<file path="src/rtl/fifo_arb_pkg.sv">
// Shared types and helpers for the FIFO write-port arbiter.
package fifo_arb_pkg;

  // Arbiter FSM: waiting for a request, or forwarding one owner's words.
  typedef enum logic {
    IDLE  = 1'b0,
    BURST = 1'b1
  } arb_state_e;

  // Width of each per-requester word counter in the statistics build.
  localparam int STAT_WIDTH = 16;

  // Ceiling log2 for sizing counters and indices at elaboration time.
  function automatic int clog2(input int value);
    int r;
    r = 0;
    while ((1 << r) < value) r = r + 1;
    return r;
  endfunction

endpackage

</file>
<file path="src/rtl/fifo_wr_arbiter_if.sv">
// Producer/FIFO-side bundle of the write arbiter. The slave modport is the
// arbiter's view; the master modport is the surrounding logic's view.
interface fifo_wr_arbiter_if #(
  parameter int DATA_WIDTH = 8,
  parameter int NUM_REQ    = 4
);

  logic [NUM_REQ-1:0]            req;
  logic [NUM_REQ*DATA_WIDTH-1:0] req_data;
  logic [NUM_REQ-1:0]            ack;
  logic [NUM_REQ-1:0]            grant;
  logic                          fifo_wr_en;
  logic [DATA_WIDTH-1:0]         data_in;
  logic                          full;
  logic                          busy;

  modport master (
    output req, req_data, full,
    input  ack, grant, fifo_wr_en, data_in, busy
  );

  modport slave (
    input  req, req_data, full,
    output ack, grant, fifo_wr_en, data_in, busy
  );

endinterface

</file>
<file path="src/rtl/fifo_wr_arbiter_rr_pick.sv">
// Combinational round-robin selector: first requester with req high,
// searching from last_grant+1 and wrapping modulo NUM_REQ.
module rr_pick #(
  parameter int NUM_REQ   = 4,
  parameter int IDX_WIDTH = 2
) (
  input  logic [NUM_REQ-1:0]   req,
  input  logic [IDX_WIDTH-1:0] last_grant,
  output logic [IDX_WIDTH-1:0] winner,
  output logic                 any_req
);

  // cand[k] is the requester at search distance k+1 from last_grant.
  // last_grant is always below NUM_REQ, so a single subtraction wraps it.
  logic [IDX_WIDTH-1:0] cand [NUM_REQ];

  for (genvar gi = 0; gi < NUM_REQ; gi++) begin : g_cand
    assign cand[gi] = (int'(last_grant) + gi + 1 >= NUM_REQ)
                    ? IDX_WIDTH'(int'(last_grant) + gi + 1 - NUM_REQ)
                    : IDX_WIDTH'(int'(last_grant) + gi + 1);
  end

  // Scan farthest-first so the nearest requesting candidate wins.
  always_comb begin
    winner  = '0;
    any_req = |req;
    for (int k = NUM_REQ - 1; k >= 0; k--) begin
      if (req[cand[k]]) winner = cand[k];
    end
  end

endmodule

</file>
<file path="src/rtl/fifo_wr_arbiter.sv">
// Round-robin arbiter sharing the FIFO write port among NUM_REQ producers.
// Each grant lasts at most MAX_BURST words; full stalls the owner in place.
// Optional build macro FIFO_ARB_STATS_EN adds per-requester word counters
// readable through stat_sel/stat_count.
module fifo_wr_arbiter
  import fifo_arb_pkg::*;
#(
  parameter int DATA_WIDTH = 8,
  parameter int NUM_REQ    = 4,
  parameter int MAX_BURST  = 4,
  parameter int IDX_WIDTH  = 2
) (
  input  logic                  clk,
  input  logic                  rst,
  fifo_wr_arbiter_if.slave      bus
`ifdef FIFO_ARB_STATS_EN
  ,
  input  logic [IDX_WIDTH-1:0]  stat_sel,
  output logic [STAT_WIDTH-1:0] stat_count
`endif
);

  localparam int                   CNT_WIDTH = clog2(MAX_BURST) + 1;
  localparam logic [CNT_WIDTH-1:0] LAST_CNT  = CNT_WIDTH'(MAX_BURST - 1);
  localparam logic [IDX_WIDTH-1:0] LAST_IDX  = IDX_WIDTH'(NUM_REQ - 1);

  arb_state_e           state_reg, state_next;
  logic [IDX_WIDTH-1:0] owner_reg, owner_next;
  logic [CNT_WIDTH-1:0] burst_cnt_reg, burst_cnt_next;
  logic [IDX_WIDTH-1:0] last_grant_reg, last_grant_next;
  logic [NUM_REQ-1:0]   grant_reg, grant_next;

  logic [NUM_REQ-1:0]   ack_vec;
  logic [IDX_WIDTH-1:0] winner;
  logic                 any_req;
  logic [DATA_WIDTH-1:0] slice [NUM_REQ];

  for (genvar gi = 0; gi < NUM_REQ; gi++) begin : g_slice
    assign slice[gi] = bus.req_data[gi*DATA_WIDTH +: DATA_WIDTH];
  end

  rr_pick #(
    .NUM_REQ   (NUM_REQ),
    .IDX_WIDTH (IDX_WIDTH)
  ) u_rr_pick (
    .req        (bus.req),
    .last_grant (last_grant_reg),
    .winner     (winner),
    .any_req    (any_req)
  );

  // Consume the owner's word only in BURST, with FIFO room, outside reset.
  always_comb begin
    ack_vec = '0;
    if (state_reg == BURST && !rst) begin
      ack_vec[owner_reg] = bus.req[owner_reg] & ~bus.full;
    end
  end

  assign bus.ack        = ack_vec;
  assign bus.fifo_wr_en = |ack_vec;
  assign bus.data_in    = slice[owner_reg];
  assign bus.grant      = grant_reg;
  assign bus.busy       = (state_reg == BURST);

  // Next-state logic: arbitrate in IDLE, count words and release in BURST.
  always_comb begin
    state_next      = state_reg;
    owner_next      = owner_reg;
    burst_cnt_next  = burst_cnt_reg;
    last_grant_next = last_grant_reg;
    case (state_reg)
      IDLE: begin
        if (any_req) begin
          owner_next     = winner;
          burst_cnt_next = '0;
          state_next     = BURST;
        end
      end
      BURST: begin
        if (!bus.req[owner_reg]) begin
          last_grant_next = owner_reg;
          state_next      = IDLE;
        end else if (|ack_vec) begin
          if (burst_cnt_reg == LAST_CNT) begin
            last_grant_next = owner_reg;
            burst_cnt_next  = '0;
            state_next      = IDLE;
          end else begin
            burst_cnt_next = burst_cnt_reg + 1'b1;
          end
        end
      end
      default: state_next = IDLE;
    endcase
    grant_next = '0;
    if (state_next == BURST) grant_next[owner_next] = 1'b1;
  end

  // State register; reset makes requester 0 the first search winner.
  always_ff @(posedge clk) begin
    if (rst) begin
      state_reg      <= IDLE;
      owner_reg      <= '0;
      burst_cnt_reg  <= '0;
      last_grant_reg <= LAST_IDX;
      grant_reg      <= '0;
    end else begin
      state_reg      <= state_next;
      owner_reg      <= owner_next;
      burst_cnt_reg  <= burst_cnt_next;
      last_grant_reg <= last_grant_next;
      grant_reg      <= grant_next;
    end
  end

`ifdef FIFO_ARB_STATS_EN
  logic [STAT_WIDTH-1:0] stat_cnt_reg [NUM_REQ];

  for (genvar gi = 0; gi < NUM_REQ; gi++) begin : g_stat
    // Saturating count of words accepted from requester gi.
    always_ff @(posedge clk) begin
      if (rst) begin
        stat_cnt_reg[gi] <= '0;
      end else if (ack_vec[gi] && stat_cnt_reg[gi] != {STAT_WIDTH{1'b1}}) begin
        stat_cnt_reg[gi] <= stat_cnt_reg[gi] + 1'b1;
      end
    end
  end

  assign stat_count = stat_cnt_reg[stat_sel];
`endif

endmodule

</file>
<file path="src/flat_wrapper.sv">
// flat-port wrapper written by rule: the top's interface ports become plain ports
module fifo_wr_arbiter_flat import fifo_arb_pkg::*;
#(
  parameter int DATA_WIDTH = 8,
  parameter int NUM_REQ    = 4,
  parameter int MAX_BURST  = 4,
  parameter int IDX_WIDTH  = 2
)
  (clk, rst, bus_req, bus_req_data, bus_full, bus_ack, bus_grant, bus_fifo_wr_en, bus_data_in, bus_busy);
  fifo_wr_arbiter_if #(.DATA_WIDTH(DATA_WIDTH), .NUM_REQ(NUM_REQ)) bus_i ();
  input  logic clk;
  input  logic rst;
  input wire logic [$bits(bus_i.req)-1:0] bus_req;
  input wire logic [$bits(bus_i.req_data)-1:0] bus_req_data;
  input wire logic [$bits(bus_i.full)-1:0] bus_full;
  output wire logic [$bits(bus_i.ack)-1:0] bus_ack;
  output wire logic [$bits(bus_i.grant)-1:0] bus_grant;
  output wire logic [$bits(bus_i.fifo_wr_en)-1:0] bus_fifo_wr_en;
  output wire logic [$bits(bus_i.data_in)-1:0] bus_data_in;
  output wire logic [$bits(bus_i.busy)-1:0] bus_busy;
  assign bus_i.req = bus_req;
  assign bus_i.req_data = bus_req_data;
  assign bus_i.full = bus_full;
  assign bus_ack = bus_i.ack;
  assign bus_grant = bus_i.grant;
  assign bus_fifo_wr_en = bus_i.fifo_wr_en;
  assign bus_data_in = bus_i.data_in;
  assign bus_busy = bus_i.busy;
  fifo_wr_arbiter #(.DATA_WIDTH(DATA_WIDTH), .NUM_REQ(NUM_REQ), .MAX_BURST(MAX_BURST), .IDX_WIDTH(IDX_WIDTH)) u_core (.clk(clk), .rst(rst), .bus(bus_i));
endmodule
</file>
<file path="config.mk">
export PLATFORM = sky130hd
export DESIGN_NAME = fifo_wr_arbiter_flat
export DESIGN_NICKNAME = d
export VERILOG_FILES = /design/src/rtl/fifo_arb_pkg.sv /design/src/rtl/fifo_wr_arbiter_if.sv /design/src/rtl/fifo_wr_arbiter_rr_pick.sv /design/src/rtl/fifo_wr_arbiter.sv /design/src/flat_wrapper.sv
export SDC_FILE = /design/constraint.sdc
export NUM_CORES = 1
export LEC_CHECK = 0
export BUFFER_PORTS_ARGS = -buffer_cell sky130_fd_sc_hd__clkbuf_2
export CORE_MARGIN = 5
export CORE_UTILIZATION = 45
export DETAILED_ROUTE_END_ITERATION = 7
export GPL_ROUTABILITY_DRIVEN = 1
export GPL_TIMING_DRIVEN = 0
export HOLD_SLACK_MARGIN = 0.05
export PLACE_DENSITY_LB_ADDON = 0.05
export SETUP_SLACK_MARGIN = 0.1
export SLEW_MARGIN = 20
export SYNTH_ARGS = -nofsm -noshare
export SYNTH_HDL_FRONTEND = slang
export SYNTH_SLANG_ARGS = --single-unit
</file>
<file path="constraint.sdc">
create_clock -name clk -period 2.75 [get_ports clk]
set_input_delay 0 -clock clk [delete_from_list [all_inputs] [get_ports clk]]
set_output_delay 0 -clock clk [all_outputs]
set_load 0.01 [all_outputs]
</file>
# == Word-level counts from Yosys, hierarchy flattened ==
# Index checks and enable logic that the tools add are counted.
# word_totals
reg_bits,12
output_inout_bits,18
input_bits,39
# op_classes
n_reduce_logical,9
magnitude_cmp,13
n_bitwise,6
muxes,41
addsub,11
eq_ne,6
# op_table
cell,n
2-bit 2-to-1 mux,13
2-bit by 3-bit less-than comparator with 1-bit output (second input constant),6
8-bit binary-select mux with 2-bit select,1
8-bit 2-to-1 mux,2
3-bit by 1-bit adder with 4-bit output (second input constant),3
4-bit by 3-bit greater-or-equal comparator with 1-bit output (second input constant),3
3-bit 2-to-1 mux,4
1-bit 2-to-1 mux,11
1-bit binary-select mux with 2-bit select,5
2-bit != test (second input constant),4
4-bit OR reduction,2
2-bit by 1-bit subtractor with 2-bit output (second input constant),4
2-bit by 2-bit adder with 3-bit output (second input constant),2
3-bit greater-or-equal comparator (second input constant),2
3-bit case mux with 2 select lines,1
3-bit AND reduction,2
4-bit bitwise AND,1
1-bit demux with 2-bit select,2
2-bit by 1-bit greater-or-equal comparator with 1-bit output (second input constant),2
4-bit 2-to-1 mux,1
2-bit by 1-bit adder with 3-bit output (second input constant),1
3-bit by 1-bit adder with 3-bit output (second input constant),1
3-bit by 2-bit == test with 1-bit output (second input constant),1
1-bit logical AND,3
other kinds (7),9

# == Longest topological paths before layout ==
# logic_depth
depth_word,16
mapped_depth,6
ltp_nobuf,6

# == Cells and area by module ==
# A second synthesis with hierarchy kept.
# unflattened
hier_cells,84
area_unflattened_um2,880.8
# modules_own_cells
mod,cells_each,n_inst,area_each_um2
fifo_wr_arbiter,70,1,797.0
rr_pick,14,1,83.8

# == Least setup slack after synthesis ==
# Ideal clock, no wire load.
# synth_path
path_kind,flip-flop to flip-flop
from,register u_core.owner_reg[1]
to,register u_core.grant_reg[1] (netlist: u_core.bus.grant[1])
slack_ns,1.146
setup_ns,0.116
arrival_ns,1.488
stages_incl_launch_ff,7
path_buffers,1
cell_sequence,dfxtp_1 buf_2 mux2_1 a222oi_1 or3_4 inv_2 and4_1
# synth_via
elab_chain_cells,12
word_cells_on_any_way,23
# synth_rtl
item,line_no,rtl
start: declaration,fifo_wr_arbiter.sv:28,"logic [IDX_WIDTH-1:0] owner_reg, owner_next;"
start signal: assignment,fifo_wr_arbiter.sv:110,owner_reg <= owner_next;
2-bit by 3-bit less-than comparator with 1-bit output (not written as such) or 2-bit by 1-bit greater-or-equal comparator with 1-bit output (tied branches),fifo_wr_arbiter.sv:56,ack_vec[owner_reg] = bus.req[owner_reg] & ~bus.full;
1-bit logical AND (not written as such),fifo_wr_arbiter.sv:56,
1-bit 2-to-1 mux (not written as such),fifo_wr_arbiter.sv:56,
1-bit demux with 2-bit select,--,
4-bit bitwise AND (no line),--,
4-bit 2-to-1 mux,fifo_wr_arbiter.sv:55,if (state_reg == BURST && !rst) begin
4-bit OR reduction,fifo_wr_arbiter.sv:84,end else if (|ack_vec) begin
1-bit 2-to-1 mux,fifo_wr_arbiter.sv:84,
1-bit 2-to-1 mux,fifo_wr_arbiter.sv:81,if (!bus.req[owner_reg]) begin
1-bit case mux with 2 select lines,fifo_wr_arbiter.sv:72,case (state_reg)
1-bit inverter (no line),--,
2-bit OR reduction (no line),--,
end signal: assignment,fifo_wr_arbiter.sv:113,grant_reg <= grant_next;
end: declaration,fifo_wr_arbiter.sv:31,"logic [NUM_REQ-1:0] grant_reg, grant_next;"
# Parallel ways exist; a longest one is shown, timed or not. The select of a mux whose other input is x is not followed.
# A chain may end at the register's enable or synchronous reset.

# == Worst setup path in the final report ==
# layout_path
from,register u_core.owner_reg[1]
to,output port bus_ack[3]
# layout_via
elab_chain_cells,6
word_cells_on_any_way,10
# layout_rtl
item,line_no,rtl
2-bit by 3-bit less-than comparator with 1-bit output (not written as such) or 2-bit by 1-bit greater-or-equal comparator with 1-bit output (tied branches),fifo_wr_arbiter.sv:56,
1-bit logical AND (not written as such),fifo_wr_arbiter.sv:56,
1-bit 2-to-1 mux (not written as such),fifo_wr_arbiter.sv:56,
1-bit demux with 2-bit select,--,
4-bit bitwise AND (no line) *,--,
4-bit 2-to-1 mux *,fifo_wr_arbiter.sv:55,
end: declaration,flat_wrapper.sv:16,output wire logic [$bits(bus_i.ack)-1:0] bus_ack;
# Every way passes the cells marked *; elsewhere a longest branch is shown, timed or not. The select of a mux whose other input is x is not followed.

==> results_dict.tcl <==
set metrics [dict create \
    synth_area_um2 896 \
    ys_seq_elements 12 \
    nFillCells 176 \
    end_kind "primary output" \
    ys_seq_area_frac 0.268 \
    grt-busiest-layer "met2" \
    synth_warnings 0 \
    routabilityCongestion 0.834 \
    antenna_found_initial 0 \
    grt_max_degree 11 \
    synth.distinct_cells 43 \
    final_common_cell "clkbuf_2" \
    path_clk_slew_ns 0.07 \
    nets 191 \
    clockRootBuffer "clkbuf_4" \
    avgRoutedWirePerCell_um 14.0 \
    core_um2 1920 \
    port_buffers 56 \
    worstSkewPairLatency_ns 0.27 \
    timing.fmax_mhz 493 \
    track_usage 0.166 \
    postRouteAntennaNets 0 \
    antenna_cells 0 \
    use_met1 0.178 \
    synth_edf_count 0 \
    start_kind "register" \
    finClkSkew_ns 0.00439 \
    slew_headroom 0.675 \
    mostFrequentLayoutCells "56 x clkbuf_2, 12 x dfxtp_1, 8 x mux4_2" \
    total_power_mw 0.539 \
    regArea_um2 240 \
    dieWidth_um 54.6 \
    leakagePower_nw 0.597 \
    cp.arrival_ns 2.03 \
    fin_crit_sh 0.738 \
    cts.sinks 12 \
    synthFlopType "dfxtp_1" \
    final.setup.tns_ns 0 \
    hold_viol 0 \
    final_layout_size_suffix_gt1_frac 0.520 \
    syn-num-nets 129 \
    setup_slack_ns 0.721 \
    io-pin-count 57 \
    powerDensity_nw_per_um2 429 \
    critPathRequiredTime_ns 2.75 \
    outcome "finished, final reports clean" \
    largest_reg_flops 4 \
    clockBufferDepth 2 \
    vias 992 \
    syn_inst 89 \
    cts_buffers 3 \
    vdd_drop_max_v 0.000313 \
    grt_pass1_wl_mm 3.66 \
    drt-initial-drc-count 26 \
    avgSynthCellArea_um2 10.1 \
    period_needed_ns 2.03 \
    drv_cap 0 \
    grtUsageMet2 0.291 \
    drt_wl_total_mm 2.48 \
    dp_hpwl_mm 2.06 \
    grt_pass1_vias 878 \
    fin_hold_ws_ns 0.108 \
    setup_viol 0 \
    rows 16 \
    path_class "reg2out" \
    grt_setup_unrepaired "false" \
    vias_per_cell 5.60 \
    cts_resized 0 \
    dr.pass1.iters 4 \
    maxSlewViolCount 0 \
    drcViolationCount 0 \
    pre_cts_slack_ns 1.00 \
    syn_to_final_growth_pct 40.2 \
    gr-total-overflow 0 \
    initial_utilization 0.466 \
    cp_max_fo 8 \
    final_util 0.654 \
    worst_pin_slew_ns 0.488 \
    h-tree-depth 1 \
    dieArea_um2 2980 \
    cts_tree "done" \
    async_reset_ff_frac 0 \
    multi_input_area_um2 616 \
    met3_usage 0.0572 \
    die_y_um 54.6 \
    hp-class "in2reg" \
]
-- through the flow --
stage          area [µm²]  std cells
3_3_place_gp         1210        172
3_5_place_dp         1210        172
4_1_cts              1260        177
6_report             1260        177
5_1_grt              1260        177
2_1_floorplan         896         89
-- power breakdown --
group	leakage [nW]	switching (mW)	total [mW]	internal [mW]
logic	0.478	0.100	0.205	0.105
registers	0.0982	0.00961	0.197	0.187
clock network	0.0210	0.0559	0.136	0.0805
-- final timing paths --
path	end	from	depth (start not counted)	slack, ns
min	u_core.burst_cnt_reg[0]	bus_full	3	0.11
min reg2reg	u_core.burst_cnt_reg[2]	u_core.burst_cnt_reg[2]	2	0.46
max reg2reg	u_core.last_grant_reg[1]	u_core.burst_cnt_reg[0]	5	0.97
max	bus_ack[3]	u_core.owner_reg[1]	7	0.72
-- metal layers --
layer,wire (µm),up-vias,part of all wire
met2,1160,66,0.47
met3,381,4,0.15
met4,31,0,0.012
met1,911,441,0.37
met5,0,-,0
li1,-,481,-
-- cell usage after synthesis (3+ instances only) --
cell type,n,area share
nand2b_1,5,0.035
nor3_1,3,0.017
mux4_2,8,0.20
a21oi_1,4,0.022
inv_1,3,0.013
dfxtp_1,12,0.27
nand2_1,6,0.025
nor2_1,4,0.017
-- critical path, stage by stage (launching register included) --
cell      delay (ns)
dfxtp_1         0.30
buf_2           0.20
mux2_1          0.39
a22oi_2         0.28
or3_1           0.25
inv_2           0.05
and3_1          0.17
clkbuf_2        0.12
-- cells by family after synthesis --
family | count (synthesis) | share of synthesized area
DFF | 12 | 0.268
adders and majority gates | 1 | 0.0140
buffers and inverters | 10 | 0.0447
muxes | 12 | 0.267
AOI/OAI and AO/OA | 22 | 0.190
and+or+nand+nor | 32 | 0.216
-- area by class of cell --
class,count,share of cell area
plain buffers,5,0.0169
clock buffers,4,0.0289
inverters,5,0.0149
multi-input cells,67,0.490
flip-flops and latches,12,0.191
well taps,27,0.0269
repair buffers,57,0.231
-- what timing repair did --
item,in CTS,in global routing
setup buffers,0,0
endpoints found under the hold margin,3,0
hold buffers,1,0
(Power assumes the default switching activity.)
